<file path="config.mk">
export PLATFORM = sky130hd
export DESIGN_NAME = bram_stream_reader
export DESIGN_NICKNAME = d
export VERILOG_FILES = /design/src/rtl/stream_fifo2.sv /design/src/rtl/bram_stream_reader.sv
export SDC_FILE = /design/constraint.sdc
export NUM_CORES = 1
export LEC_CHECK = 0
export BUFFER_PORTS_ARGS = -buffer_cell sky130_fd_sc_hd__buf_4
export CORE_ASPECT_RATIO = 0.8
export CORE_MARGIN = 2
export CORE_UTILIZATION = 62
export CTS_CLUSTER_SIZE = 12
export DETAILED_ROUTE_END_ITERATION = 6
export PLACE_DENSITY = 0.85
export SETUP_SLACK_MARGIN = 0.15
export SLEW_MARGIN = 30
export SYNTH_ARGS = -nofsm -noshare
export SYNTH_HDL_FRONTEND = slang
export SYNTH_SLANG_ARGS = --single-unit
</file>
<file path="constraint.sdc">
create_clock -name clk -period 5.7 [get_ports clk]
set_input_delay 1.71 -clock clk [delete_from_list [all_inputs] [get_ports clk]]
set_output_delay 1.71 -clock clk [all_outputs]
set_load 0.005 [all_outputs]
</file>
<file path="src/rtl/stream_fifo2.sv">
// stream_fifo2: 2-entry synchronous FIFO carrying a data word and a last flag.
//   clk, rst               clock, synchronous active-high reset
//   push, push_data/last   write side; ignored when full unless popping
//   pop                    read side; ignored when empty
//   head_data/last         oldest entry, held stable until popped
//   empty, full            occupancy flags
module stream_fifo2 #(
  parameter int WIDTH = 8
) (
  input  logic             clk,
  input  logic             rst,
  input  logic             push,
  input  logic [WIDTH-1:0] push_data,
  input  logic             push_last,
  input  logic             pop,
  output logic [WIDTH-1:0] head_data,
  output logic             head_last,
  output logic             empty,
  output logic             full
);

  logic [WIDTH:0] slot0;
  logic [WIDTH:0] slot1;
  logic [1:0]     count;
  logic           do_pop;
  logic           do_push;

  assign do_pop  = pop && (count != 2'd0);
  assign do_push = push && ((count != 2'd2) || do_pop);

  always_ff @(posedge clk) begin
    if (rst) begin
      slot0 <= '0;
      slot1 <= '0;
      count <= '0;
    end else begin
      case ({do_push, do_pop})
        2'b10: begin
          if (count == 2'd0) slot0 <= {push_last, push_data};
          else               slot1 <= {push_last, push_data};
          count <= count + 2'd1;
        end
        2'b01: begin
          slot0 <= slot1;
          count <= count - 2'd1;
        end
        2'b11: begin
          if (count == 2'd1) begin
            slot0 <= {push_last, push_data};
          end else begin
            slot0 <= slot1;
            slot1 <= {push_last, push_data};
          end
        end
        default: ;
      endcase
    end
  end

  assign head_data = slot0[WIDTH-1:0];
  assign head_last = slot0[WIDTH];
  assign empty     = (count == 2'd0);
  assign full      = (count == 2'd2);

endmodule

</file>
<file path="src/rtl/bram_stream_reader.sv">
// bram_stream_reader: reads len consecutive BRAM words from base_addr (wrapping
// mod DEPTH) and emits them as a valid/ready stream with m_last on the final word.
//   start/base_addr/len   request, sampled only when idle; len=0 just pulses done
//   busy, done            transfer in progress / one-cycle completion pulse
//   mem_addr, mem_data    BRAM read port (1-cycle read latency)
//   m_data/valid/ready/last  output stream
module bram_stream_reader #(
  parameter int WIDTH = 8,
  parameter int DEPTH = 256,
  parameter int ADDRW = $clog2(DEPTH)
) (
  input  logic             clk,
  input  logic             rst,
  input  logic             start,
  input  logic [ADDRW-1:0] base_addr,
  input  logic [ADDRW:0]   len,
  output logic             busy,
  output logic             done,
  output logic [ADDRW-1:0] mem_addr,
  input  logic [WIDTH-1:0] mem_data,
  output logic [WIDTH-1:0] m_data,
  output logic             m_valid,
  input  logic             m_ready,
  output logic             m_last
);

  typedef enum logic [1:0] {IDLE, RUN, DRAIN} state_t;

  localparam logic [ADDRW:0]   ONE       = 1;
  localparam logic [ADDRW-1:0] LAST_ADDR = ADDRW'(DEPTH - 1);

  state_t         state;
  state_t         state_n;
  logic           done_n;
  logic [ADDRW:0] len_q;
  logic [ADDRW:0] issued;
  logic [ADDRW:0] popped;
  logic           inflight;
  logic           inflight_last;
  logic           fifo_empty;
  logic           fifo_full;
  logic [1:0]     occ;
  logic           pop;
  logic           issue;
  logic           last_issue;
  logic           last_pop;
  logic           accept;

  assign m_valid = !fifo_empty;
  assign pop     = m_valid && m_ready;
  assign busy    = (state != IDLE);
  assign accept  = (state == IDLE) && start && (len != '0);

  // Buffered words plus the read in flight; a new read may only be issued
  // if that total, net of this cycle's pop, leaves room in the 2-entry buffer.
  assign occ        = {fifo_full, !fifo_full && !fifo_empty} + {1'b0, inflight};
  assign issue      = (state == RUN) && (issued < len_q) && (occ < (pop ? 2'd3 : 2'd2));
  assign last_issue = issue && ((issued + ONE) == len_q);
  assign last_pop   = pop && ((popped + ONE) == len_q);

  always_ff @(posedge clk) begin
    if (rst) begin
      state <= IDLE;
      done  <= 1'b0;
    end else begin
      state <= state_n;
      done  <= done_n;
    end
  end

  always_comb begin
    state_n = state;
    done_n  = 1'b0;
    case (state)
      IDLE: begin
        if (start) begin
          if (len != '0) state_n = RUN;
          else           done_n  = 1'b1;
        end
      end
      RUN: begin
        if (last_issue) state_n = DRAIN;
      end
      DRAIN: begin
        if (last_pop) begin
          state_n = IDLE;
          done_n  = 1'b1;
        end
      end
      default: state_n = IDLE;
    endcase
  end

  always_ff @(posedge clk) begin
    if (rst) begin
      len_q         <= '0;
      issued        <= '0;
      popped        <= '0;
      inflight      <= 1'b0;
      inflight_last <= 1'b0;
      mem_addr      <= '0;
    end else begin
      inflight      <= issue;
      inflight_last <= last_issue;
      if (accept) begin
        len_q    <= len;
        issued   <= '0;
        popped   <= '0;
        mem_addr <= base_addr;
      end else begin
        if (issue) begin
          issued   <= issued + ONE;
          mem_addr <= (mem_addr == LAST_ADDR) ? '0 : mem_addr + 1'b1;
        end
        if (pop) popped <= popped + ONE;
      end
    end
  end

  stream_fifo2 #(.WIDTH(WIDTH)) u_fifo (
    .clk       (clk),
    .rst       (rst),
    .push      (inflight),
    .push_data (mem_data),
    .push_last (inflight_last),
    .pop       (pop),
    .head_data (m_data),
    .head_last (m_last),
    .empty     (fifo_empty),
    .full      (fifo_full)
  );

endmodule

</file>
# Word-level counts from Yosys, hierarchy flattened
# Index checks and enable logic that the tools add are counted.
dict set report word_totals {
  elab_cells 83
  inputBits 29
  register_bits 60
  output_inout_bits 20
}
dict set report classes {
  magnitude_cmp 2
  n_eq_ne 18
  n_reduce_logical 26
  muxes 20
  add_sub_neg 6
}
# cell n
set op_table {}
lappend op_table {{$mux W9} 4}
lappend op_table {{$pmux W9 S3} 1}
lappend op_table {{$mux W8} 3}
lappend op_table {{$add A9 B1 Y9 const B} 2}
lappend op_table {{$eq A9 B9 Y1} 2}
lappend op_table {{$pmux W9 S2} 1}
lappend op_table {{$ne A2 B2 Y1 const B} 7}
lappend op_table {{$logic_and A1 B1 Y1} 10}
lappend op_table {{$reduce_bool A2 Y1} 5}
lappend op_table {{$lt A9 B9 Y1} 1}
lappend op_table {{$reduce_bool A9 Y1} 1}
lappend op_table {{$add A8 B1 Y8 const B} 1}
lappend op_table {{$eq A2 B2 Y1 const B} 4}
lappend op_table {{$eq A8 B8 Y1 const B} 1}
lappend op_table {{$mux W2} 4}
lappend op_table {{$eq A2 B1 Y1 const B} 3}
lappend op_table {{$pmux W2 S3} 1}
lappend op_table {{$logic_not A2 Y1} 2}
lappend op_table {{$mux W1} 4}
lappend op_table {{$pmux W2 S2} 1}
lappend op_table {{$reduce_and A4 Y1} 1}
lappend op_table {{$reduce_and A3 Y1} 1}
lappend op_table {{$reduce_bool A3 Y1} 1}
lappend op_table {{$add A2 B1 Y2} 1}
lappend op_table {{other kinds (9)} 10}

# Longest topological paths before layout
dict set report depth {
  ltp_word 9
  ltp_mapped 10
  ltp_nobuf 8
}

# By module
# From an unflattened synthesis, not the netlist that was laid out.
dict set report hier_totals {
  cells_unflattened 419
  area_unflattened_um2 3394.5
}
# mod cells_per_inst area_each_um2 seq_area_each_um2 n_inst
set by_module_without_submodules {}
lappend by_module_without_submodules {bram_stream_reader 316 2479.9 800.8 1}
lappend by_module_without_submodules {stream_fifo2 103 914.6 400.4 1}

# Least setup slack after synthesis
# OpenSTA, ideal clock, no wires.
dict set report synth_path {
  path_type {input to register}
  start {input port m_ready}
  end {register mem_addr[7]}
  slack_ps 2572
  arrival_time_ps 3037
  setup_ps 91
  stages 7
  cell_sequence {and2b_1 -> buf_4 -> a21oi_1 -> a2111oi_4 -> nand2_2 -> or3_1 -> a311oi_1}
}
dict set report synth_between {
  elab_chain_cells 5
}
# element line_no
set synth_lines {}
lappend synth_lines {{from (decl)} bram_stream_reader.sv:23} ;# input logic m_ready,
lappend synth_lines {{$logic_and A1 B1 Y1} bram_stream_reader.sv:50} ;# assign pop = m_valid && m_ready;
lappend synth_lines {{$mux W1} bram_stream_reader.sv:57} ;# assign issue = (state == RUN) && (issued < len_q) && (occ < (pop ? 2'd3 : 2'd2));
lappend synth_lines {{$lt A2 B2 Y1} bram_stream_reader.sv:57}
lappend synth_lines {{$logic_and A1 B1 Y1} bram_stream_reader.sv:57}
lappend synth_lines {{$reduce_bool A2 Y1 (no source line)} n/a}
lappend synth_lines {{to (signal assigned)} bram_stream_reader.sv:109} ;# mem_addr <= base_addr;
lappend synth_lines {{to (signal assigned)} bram_stream_reader.sv:113} ;# mem_addr <= (mem_addr == LAST_ADDR) ? '0 : mem_addr + 1'b1;
lappend synth_lines {{to (decl)} bram_stream_reader.sv:19} ;# output logic [ADDRW-1:0] mem_addr,
# Every way passes these cells.
# A chain may end at the register's enable or synchronous reset.

# Worst setup path after layout
dict set report layout_path {
  start {input port len[1]}
  end {register len_q[8]}
}
dict set report layout_between {
  elab_chain_cells 2
}
# element line_no
set layout_lines {}
lappend layout_lines {{from (decl)} bram_stream_reader.sv:16} ;# input logic [ADDRW:0] len,
lappend layout_lines {{$reduce_bool A9 Y1} bram_stream_reader.sv:52} ;# assign accept = (state == IDLE) && start && (len != '0);
lappend layout_lines {{$logic_and A1 B1 Y1} bram_stream_reader.sv:52}
lappend layout_lines {{to (signal assigned)} bram_stream_reader.sv:106} ;# len_q <= len;
lappend layout_lines {{to (decl)} bram_stream_reader.sv:35} ;# logic [ADDRW:0] len_q;
# Every way passes these cells.

==> flow_summary_export.csv <==
group,metric,value,unit
setup_path,cp_cell_sequence,"buf_4 -> nor4_1 -> nand3_1 -> nand3_1 -> nand2b_1 -> o21ai_0",
cts,cts_sinks,60,
die,die_y,70.37,um
detailed_routing,detail-route-antenna-nets,0,
detailed_routing,num_vias,3120,
timing,fin_worst_skew,0.01009,ns
timing,rsz0062_at_grt,"no",
cts,holdBufCountCts,0,
synth,ys_async_sr_fraction,0,%
placement,dpl.hpwl,5.748,mm
timing,setup_viol,0,
synth,synth_warnings,0,
cts,post-cts-setup-buffers,0,
placement,routabilityCongestion,0.9072,
placement,post-place-ws,1.542,ns
cts,clock_latency,0.35,ns
setup_path,required,5.96,ns
detailed_routing,dr_wl_met2,3.706,mm
die,io_pins,49,
layout,layout-drive-gt1-share,15.50,%
global_route,grt_pass1_vias,2896,
hold_path,hp-class,"reg -> reg",
synth,yosysTopAreaCell,"dfxtp_1",
setup_path,worstPathMaxFanout,24,
layout,layoutNonFillerInstCount,523,
detailed_routing,drcViolationCount,0,
cts,cts_buffer_depth,2,
synth,syn-num-nets,460,
synth,seq_area_frac_synth,35.19,%
timing,finalHoldViolCount,0,
setup_path,max_stage_delay,0.67,ns
synth,synth.distinct_cells,54,
setup_path,worstSetupPathType,"in -> reg",
detailed_routing,drtIter0Drc,207,
synth,yosysMostFrequentCell,"dfxtp_1",
cts,cts-resized-gates,0,
cts,clkTransAtPathRegs,0.07,ns
placement,place_area,0.003772,mm2
layout,postLayoutCellArea,0.003990,mm2
detailed_routing,first_pass_iters,5,
layout,n_antenna_cell,0,
global_route,grt_usage,28.84,%
cts,cts_inserted_buffers,9,
setup_path,crit_slowest_cell,"nand2b_1",
die,start_util,63.50,%
synth,syn_area,0.003413,mm2
detailed_routing,wl_per_cell,15.47,um
timing,slew_viol_final,0,
pwr,cellPowerDensity,321.5,mW/mm2
synth,syn_area_per_cell,8.205,um2
synth,ys.flop_type,"dfxtp_1",
global_route,grt_pass1_wl,13.81,mm
die,coreArea,0.005375,mm2
synth,yosysTopAreaCellShare,35.19,%
timing,finalCritPeriodShare,69.58,%
timing,setup_tns,0,ns
layout,layout.nets,497,
setup_path,cp-start-kind,"input pin",
layout,final_util,74.23,%
run_status,status,"finished, final reports clean",
setup_path,cp-end-kind,"register",
global_route,overflow,0,
flow_run,max_cap_violations,0,
die,die_w,86.96,um
timing,tightest_slew,0.8727,ns
synth,synthTopCellsByCount,"dfxtp_1, nor2_1, nand2_1",
synth,synth_seq_cells,60,
timing,slew_headroom,41.66,%
global_route,grt_max_degree,41,
cts,cts_root_buf,"clkbuf_8",
pwr,p_leak,1.684,nW
detailed_routing,met1_length,3.596,mm
global_route,antenna_found_initial,0,
die,row_count,24,
layout,syn2layout_area_growth,16.90,%
cts,ctsHtreeMaxLevel,3,
timing,layout_setup_ws,1.734,ns
setup_path,critPathArrivalTime,4.23,ns
layout,fill_cells,423,
setup_path,path_common_cell,"nand3_1",
detailed_routing,wl,8.093,mm
timing,fmax,252.1,MHz
synth,synth_edf_count,0,
placement,numPortBuffers,48,
detailed_routing,vias_per_cell,5.966,
detailed_routing,wl_met3,521,um
placement,placed_cells,507,
timing,finalCriticalPeriod,3.966,ns
detailed_routing,routed.top_layer,"met4",
synth,syn_inst,416,
pwr,vdd_drop_max,279.5,uV
die,die_area,0.006119,mm2
cts,cts_tree,"done",
synth,ys_top_cells_by_area,"dfxtp_1, nor2_1, mux2i_1",
-- worst max-delay path: cells and delay by family --
family / cells / cell delay [ns]
AO/OA/AOI/OAI: 1 / 0.34
buffers and inverters: 1 / 0.11
AND/OR/NAND/NOR: 4 / 2.06
-- sequential cells by signal, indices dropped and copies added, names as in the netlist --
register and count:
done 1, inflight 1, inflight_last 1, issued 9
len_q 9, mem_addr 8, popped 9, state 2
u_fifo.count 2, u_fifo.slot0 9, u_fifo.slot1 9
-- final cells by class --
type	instances	area (um2)	share of cell area (%)
Tap cell	65	81.33	2.038
Sequential cell	60	1201	30.10
Inverter	19	71.32	1.787
Clock inverter	4	72.57	1.819
Multi-Input combinational cell	314	2051	51.40
Timing Repair Buffer	49	367.9	9.219
Clock buffer	12	145.1	3.637
-- layout by cell type, fill, tap and decap left out, types with 2 or more instances in the layout --
cell       Yosys  routed
bufinv_16      0       2
nand3_1       15      15
a211oi_1      16      16
nand2_2        2       2
inv_1         19      19
o32ai_1        2       2
ha_1          15      15
xnor2_1       18      18
a311oi_1       2       2
clkbuf_8       0      10
xor2_1        20      20
or3_1          5       5
clkbuf_1      15       2
and2_1         4       4
nand4_1       10      10
or4_1          2       2
o21ai_0        9       9
o22ai_1        2       2
dfxtp_1       60      60
nand2_1       41      41
nor3_1         4       4
nor4_1         4       4
a21oi_1       22      22
and3_1         2       2
and4_1         3       3
nor2b_1        8       8
nor2_1        58      58
a31oi_1        3       3
buf_4          1      49
mux2i_1       21      21
nand2b_1       3       3
-- cells by family after synthesis --
group	count (synthesis)	synth area share (%)
flops	60	35.19
xor+xnor	38	9.751
simple gates	167	23.46
compound gates	73	14.99
mux	21	6.158
buf+inv	42	4.949
fa+ha+maj	15	5.499
-- per-stage QoR --
| stage | power (mW) | hold slack [ns] |
|---|---|---|
| 2_1_floorplan | 0.7401 | 0.4601 |
| 4_1_cts | 1.290 | 0.4983 |
| 3_5_place_dp | 0.8583 | 0.4830 |
| 5_1_grt | 1.355 | 0.5188 |
| 3_3_place_gp | 0.8455 | 0.4742 |
| 6_report | 1.283 | 0.4940 |
-- path summary, 6_finish.rpt --
path	to	startpoint	slack [ns]	cells past startpoint
max	len_q[8]	len[1]	1.73	6
min	u_fifo.slot1[8]	u_fifo.slot1[8]	0.49	2
max reg2reg	mem_addr[7]	u_fifo.count[0]	2.70	8
min reg2reg	u_fifo.slot1[8]	u_fifo.slot1[8]	0.49	2
-- report_power, final --
part           internal (mW)  switching (mW)  leakage, nW
clock                  0.258           0.170        0.107
sequential             0.466          0.0433        0.489
combinational          0.158           0.188         1.09
total                  0.881           0.401         1.68
-- routing by layer --
layer	track usage [%]	up-vias
met1	38.14	1455
met4	13.72	0
met2	42.92	109
li1	-	1533
met5	0	-
met3	8.392	23
Power figures use the tool's default switching activity.
